File: config.mk
export PLATFORM = sky130hd
export DESIGN_NAME = lamp_pwm_driver
export DESIGN_NICKNAME = d
export VERILOG_FILES = /design/src/rtl/lamp_pwm_driver.sv
export SDC_FILE = /design/constraint.sdc
export NUM_CORES = 1
export LEC_CHECK = 0
export BUFFER_PORTS_ARGS = -buffer_cell sky130_fd_sc_hd__buf_2
export CAP_MARGIN = 20
export CORE_ASPECT_RATIO = 0.9
export CORE_MARGIN = 5
export CORE_UTILIZATION = 38
export DETAILED_ROUTE_END_ITERATION = 8
export PLACE_DENSITY_LB_ADDON = 0.05
export SLEW_MARGIN = 5
export SYNTH_ARGS = -nofsm -noshare
export SYNTH_HDL_FRONTEND = slang
export SYNTH_SLANG_ARGS = --single-unit
File: constraint.sdc
create_clock -name clock -period 1.8 [get_ports clock]
set_input_delay 0.36 -clock clock [delete_from_list [all_inputs] [get_ports clock]]
set_output_delay 0.36 -clock clock [all_outputs]
set_load 0.02 [all_outputs]
File: src/rtl/lamp_pwm_driver.sv
// One-hot lamp code to PWM drive with optional fade-in ramp and fault latch.
// Define LAMP_RAMP_EN to enable the fade-in; otherwise lamps switch to full on.
module lamp_pwm_driver #(
    parameter int PWM_BITS      = 4,
    parameter int RAMP_STEP_CYC = 2
) (
    input  logic       clock,
    input  logic       reset_n,
    input  logic [0:3] light,
    output logic [0:3] lamp_out,
    output logic [0:3] active_code,
    output logic       ramping,
    output logic       fault,
    output logic [7:0] fault_cnt
);

    localparam logic [PWM_BITS:0] FULL = {1'b1, {PWM_BITS{1'b0}}};

    typedef enum logic [1:0] {IDLE, RAMP, ON, FAULT} state_t;

    state_t              state_q, state_d;
    logic [0:3]          light_q;
    logic [0:3]          code_q, code_d;
    logic [PWM_BITS:0]   duty_q, duty_d;
    logic [PWM_BITS-1:0] pwm_q;
    logic [7:0]          fcnt_q, fcnt_d;
    logic                valid;
    logic                load;

    if (RAMP_STEP_CYC < 1) begin : g_bad_step
        $error("RAMP_STEP_CYC must be >= 1");
    end

`ifdef LAMP_RAMP_EN
    localparam int STEP_W = (RAMP_STEP_CYC > 1) ? $clog2(RAMP_STEP_CYC) : 1;
    localparam logic [STEP_W-1:0] STEP_LAST = STEP_W'(RAMP_STEP_CYC - 1);
    localparam logic [PWM_BITS:0] DUTY_LAST = FULL - 1'b1;

    logic [STEP_W-1:0] step_q, step_d;
`endif

    // Exactly one bit set: nonzero and clearing the lowest set bit leaves zero.
    assign valid = (light_q != 4'b0000) &&
                   ((light_q & (light_q - 4'd1)) == 4'b0000);

    always_comb begin
        state_d = state_q;
        code_d  = code_q;
        duty_d  = duty_q;
        fcnt_d  = fcnt_q;
        load    = 1'b0;
`ifdef LAMP_RAMP_EN
        step_d  = step_q;
`endif
        if (!valid) begin
            state_d = FAULT;
            code_d  = '0;
            duty_d  = '0;
`ifdef LAMP_RAMP_EN
            step_d  = '0;
`endif
            if (state_q != FAULT && fcnt_q != 8'hFF) begin
                fcnt_d = fcnt_q + 8'd1;
            end
        end else begin
            load = (state_q == IDLE) || (state_q == FAULT) ||
                   (light_q != code_q);
            if (load) begin
                code_d = light_q;
`ifdef LAMP_RAMP_EN
                state_d = RAMP;
                duty_d  = '0;
                step_d  = '0;
`else
                state_d = ON;
                duty_d  = FULL;
`endif
            end
`ifdef LAMP_RAMP_EN
            else if (state_q == RAMP) begin
                if (step_q == STEP_LAST) begin
                    step_d = '0;
                    duty_d = duty_q + 1'b1;
                    if (duty_q == DUTY_LAST) begin
                        state_d = ON;
                    end
                end else begin
                    step_d = step_q + 1'b1;
                end
            end
`endif
        end
    end

    always_ff @(posedge clock) begin
        if (!reset_n) begin
            state_q <= IDLE;
            light_q <= '0;
            code_q  <= '0;
            duty_q  <= '0;
            pwm_q   <= '0;
            fcnt_q  <= '0;
        end else begin
            state_q <= state_d;
            light_q <= light;
            code_q  <= code_d;
            duty_q  <= duty_d;
            pwm_q   <= pwm_q + 1'b1;
            fcnt_q  <= fcnt_d;
        end
    end

`ifdef LAMP_RAMP_EN
    always_ff @(posedge clock) begin
        if (!reset_n) begin
            step_q <= '0;
        end else begin
            step_q <= step_d;
        end
    end

    assign ramping = (state_q == RAMP);
`else
    assign ramping = 1'b0;
`endif

    assign lamp_out    = code_q & {4{({1'b0, pwm_q} < duty_q)}};
    assign active_code = code_q;
    assign fault       = (state_q == FAULT);
    assign fault_cnt   = fcnt_q;

endmodule

# After elaboration in Yosys (flattened, before gate mapping)
# Cells that the tools add are included.
[op_classes]
add_sub_neg = 3
order_cmp = 1
n_eq_ne = 5
muxes = 2
n_bitwise = 3
reduce_logical = 9
[ops]
columns = ["operator", "n"]
rows = [
  ["8-bit by 1-bit adder with 8-bit output (second input constant)", 1],
  ["4-bit bitwise AND", 2],
  ["8-bit != test (second input constant)", 1],
  ["4-bit by 5-bit less-than comparator with 1-bit output", 1],
  ["4-bit by 1-bit adder with 4-bit output (second input constant)", 1],
  ["4-bit logical NOT", 1],
  ["2-bit two-way mux", 2],
  ["4-bit != test", 1],
  ["2-bit AND reduction", 2],
  ["4-bit nonzero test", 1],
  ["4-bit by 1-bit subtractor with 4-bit output (second input constant)", 1],
  ["2-bit equality test (second input constant)", 1],
  ["1-bit logical AND", 2],
  ["2-bit logical NOT", 1],
  ["1-bit logical OR", 2],
  ["2-bit by 1-bit != test with 1-bit output (second input constant)", 1],
  ["2-bit != test (second input constant)", 1],
  ["1-bit inverter", 1],
]
[word_totals]
reg_bits = 23
input_bits = 6
output_inout_bits = 18
word_cells = 29

# Logic depth before layout (Yosys ltp)
[logic_depth]
depth_word = 6
depth_mapped = 5
mapped_depth_nobuf = 5

# Least setup slack after synthesis
# Ideal clock, no wire load.
[synth_path]
path_type = "flip-flop to flip-flop"
start = "register fcnt_q[0] (netlist: fault_cnt[0])"
end = "register fcnt_q[6] (netlist: fault_cnt[6])"
setup_ns = 0.072
t_arrival_ns = 1.442
t_required_ns = 1.728
path_slack_ns = 0.286
stages_incl_launch_ff = 6
n_path_buf = 0
synth_period_minus_slack_ns = 1.514
path_cell_list = "dfxtp_1 > ha_1 > nand2_1 > or3_1 > nor3_1 > mux2i_1"
[synth_via]
elab_chain_cells = 3
elab_cells_between_ends = 4
classes_between = "1 x add/sub; 1 x eq/ne; 2 x reduce/logical"
[synth_rtl]
columns = ["element", "line_no", "rtl"]
rows = [
  ["start: declaration", "26", "logic [7:0] fcnt_q, fcnt_d;"],
  ["start signal: assignment", "109", "fcnt_q <= fcnt_d;"],
  ["parallel branches: the longest is 3 deep, another holds 8-bit by 1-bit adder with 8-bit output", "--", ""],
]
# Parallel ways; which one is timed is not known.
# A chain may end at the register's enable or synchronous reset.

# Worst setup path in the final report
[layout_path]
start = "register light_q[3] in the netlist's numbering"
end = "register fcnt_q[1] (netlist: fault_cnt[1])"
[layout_via]
elab_chain_cells = 6
elab_cells_between_ends = 7
classes_between = "1 x add/sub; 2 x bitwise; 4 x reduce/logical"
[layout_rtl]
columns = ["element", "line_no", "rtl"]
rows = [
  ["start: declaration", "22", "logic [0:3] light_q;"],
  ["start signal: assignment", "105", "light_q <= light;"],
  ["4-bit by 1-bit subtractor with 4-bit output", "44", "((light_q & (light_q - 4'd1)) == 4'b0000);"],
  ["4-bit bitwise AND", "44", ""],
  ["4-bit logical NOT", "44", ""],
  ["1-bit logical AND (*)", "43", "assign valid = (light_q != 4'b0000) &&"],
  ["1-bit inverter (no source line) (*)", "--", ""],
  ["2-bit AND reduction (no source line) (*)", "--", ""],
]
# Every way passes the cells marked *; elsewhere a longest branch is shown, timed or not.

==> run_results.csv <==
group,metric,value,unit
sta,slew_headroom,60.6,%
layout,finalNonFillerCells,144,
floorplanning,pin_count,24,
power,peakVddDrop,0.000664,V
power,power,0.814,mW
critical_path,worst_setup_path_end_kind,"register",
cts,cts_resized,0,
sta,setup_slack,0.162,ns
critical_path,crit_family,"simple AND/OR/NAND/NOR gates",
placed_design,place_ws,0.0483,ns
cts,ctsRootBufferMaster,"clkbuf_4",
floorplanning,fp.dieW,61.6,µm
placed_design,io_buffers,22,
yosys,synthArstFlopShare,0,%
sta,fmax,611,MHz
cts,clk_pin_slew,0.10,ns
yosys,synth-seq-cells,19,
routing,vias,709,
sta,clock_skew,0.00105,ns
layout,multiInputGateArea,502,µm²
yosys,synth_edf_count,0,
power,p_leak,0.480,nW
global_route,antenna_found_initial,0,
cts,clock-sinks,19,
routing,ant_nets,0,
yosys,synth.avg_cell_area,9.49,µm²
critical_path,cp_cell_sequence,"or4b_1 > o311ai_4 > nor3_1 > mux2i_1",
cts,cts_made_buffers,3,
power,comb_power_share,16.1,%
yosys,synth-main-ff-cell,"dfxtp_1",
outcome,status,"finished clean",
global_route,grt.total_usage,11.0,%
placed_design,dpl.hpwl,1.26,mm
layout,final_cell_mix,"buf_2, dfxtp_1, nand2_1",
sta,min_period,1.64,ns
layout,fin_util,47.2,%
floorplanning,die_h,56.4,µm
layout,seq_area,380,µm²
yosys,ys_types,26,
sta,fin_crit_sh,91.0,%
floorplanning,rows,16,
power,p_sw_share,28.6,%
layout,syn2layout_area_growth,16.1,%
critical_path,worstSetupStartpointType,"register",
cts,cts_tree,"done",
layout,layout_commonest_cell,"buf_2",
critical_path,cp-startpoint,"light_q[3]",
layout,num_antenna_cells,0,
critical_path,reg2reg_from,"light_q[3]",
floorplanning,core,0.00224,mm²
yosys,syn_nets,104,
routing,via_per_inst,4.92,
yosys,syn_inst,96,
critical_path,required,1.98,ns
placed_design,placed_cell_area,0.00101,mm²
placed_design,place_inst,140,
min_path,hold_path.startpoint,"light[1]",
routing,wirelength,1.72,mm
cts,cts_setup_buffers,0,
critical_path,cpPeakStageDelay,0.59,ns
routing,drc,0,
sta,drv_slew,0,
floorplanning,die-area,0.00348,mm²
yosys,yosysWarnings,0,
global_route,grt_pass1_wl,2.88,mm
critical_path,path_class,"reg -> reg",
layout,fin_nets,126,
power,switchingPower,0.233,mW
routing,first_pass_iters,4,
cts,clkLatencyLatePin,0.29,ns
power,p_int,0.581,mW
global_route,grt_pass1_vias,633,
power,power_density,770,mW/mm²
sta,worst_pin_slew,0.590,ns
flow_run,cap_viol_max_count,0,
sta,finalSetupTns,0,ns
sta,rsz0062_at_grt,"no",
power,power_frac_seq,58.0,%
placed_design,gp_congestion,0.632,
layout,final_area,0.00106,mm²
layout,fillers,246,
critical_path,cp_max_fo,14,
power,power_frac_clock,25.9,%
sta,hold_ws,0.265,ns
cts,cts_buffer_depth,2,
critical_path,critPathSlowestCell,"or4b_1",
routing,wire_per_inst,11.9,µm
cts,htreeDepth,1,
sta,setup_viol,0,
yosys,seq_area_frac_synth,41.8,%
sta,hold_viol,0,
layout,layout-drive-gt1-share,27.4,%
yosys,mappedNetlistArea,911,µm²
global_route,overflow,0,
routing,drt_iter0_drc,16,
cts,cts_hold_buf,0,
min_path,min_path_type,"in -> reg",
critical_path,cp.buffers_inverters,0,
floorplanning,initial_core_util,40.6,%
global_route,grt_max_degree,29,
critical_path,cp.arrival,1.82,ns
## power groups by stage
| stage | clock [mW] | combinational [mW] | sequential, mW |
|---|---|---|---|
| finish | 0.211 | 0.131 | 0.473 |
| global route | 0.247 | 0.144 | 0.478 |
| CTS | 0.225 | 0.127 | 0.473 |
| detailed placement | 0 | 0.127 | 0.482 |
| global placement | 0 | 0.125 | 0.481 |
| floorplan | 0 | 0.0911 | 0.490 |
## final timing paths
check	to	slack [ns]	cells after the start
worst min-delay path	light_q[1]	0.26	2
worst min register to register	state_q[0]	0.48	2
worst max-delay path	fault_cnt[1]	0.16	4
worst max register to register	fault_cnt[1]	0.16	4
## cell type report
class	count	area share [%]
multi-input combinational	71	47.5
sequential	19	36.0
timing repair buffer	22	10.4
tap	27	3.20
clock buffer	3	2.13
clock inverter	1	0.473
inverter	1	0.355
## registers in the layout, indices dropped and copies added (netlist names)
name,cells
duty_q,1
fault_cnt,8
state_q,2
active_code,4
light_q,4
## layer usage
| layer | wire, µm | vias up | global-route usage (%) |
|---|---|---|---|
| li1 | - | 372 | - |
| met1 | 875 | 319 | 15.4 |
| met2 | 723 | 16 | 15.1 |
| met3 | 105 | 2 | 4.82 |
| met4 | 15 | 0 | 2.73 |
| met5 | 0 | - | 0 |
## cells in the mapped netlist, types with 2 or more instances
| master | count | share of area [%] |
|---|---|---|
| ha_1 | 2 | 2.7 |
| nand3_1 | 4 | 2.2 |
| mux2i_1 | 8 | 8.8 |
| nand2_1 | 12 | 4.9 |
| or4b_1 | 2 | 2.2 |
| xor2_1 | 3 | 2.9 |
| and3_2 | 4 | 3.3 |
| buf_6 | 2 | 2.5 |
| xnor2_1 | 2 | 1.9 |
| nor3_1 | 3 | 1.6 |
| and2_1 | 8 | 5.5 |
| nand2b_1 | 9 | 6.2 |
| nand4_1 | 2 | 1.4 |
| dfxtp_1 | 19 | 42 |
| nor4_1 | 4 | 2.7 |
| buf_4 | 2 | 1.6 |
## cells by family after synthesis
kind of cell | Yosys count | synth area share [%]
AOI/OAI and AO/OA | 4 | 4.40
buffers and inverters | 6 | 4.94
and+or+nand+nor | 51 | 32.1
muxes | 8 | 8.79
other | 1 | 0.412
xor gates and xnor gates | 5 | 4.81
DFF | 19 | 41.8
adders and majority gates | 2 | 2.75
Power figures use the tool's default switching activity.
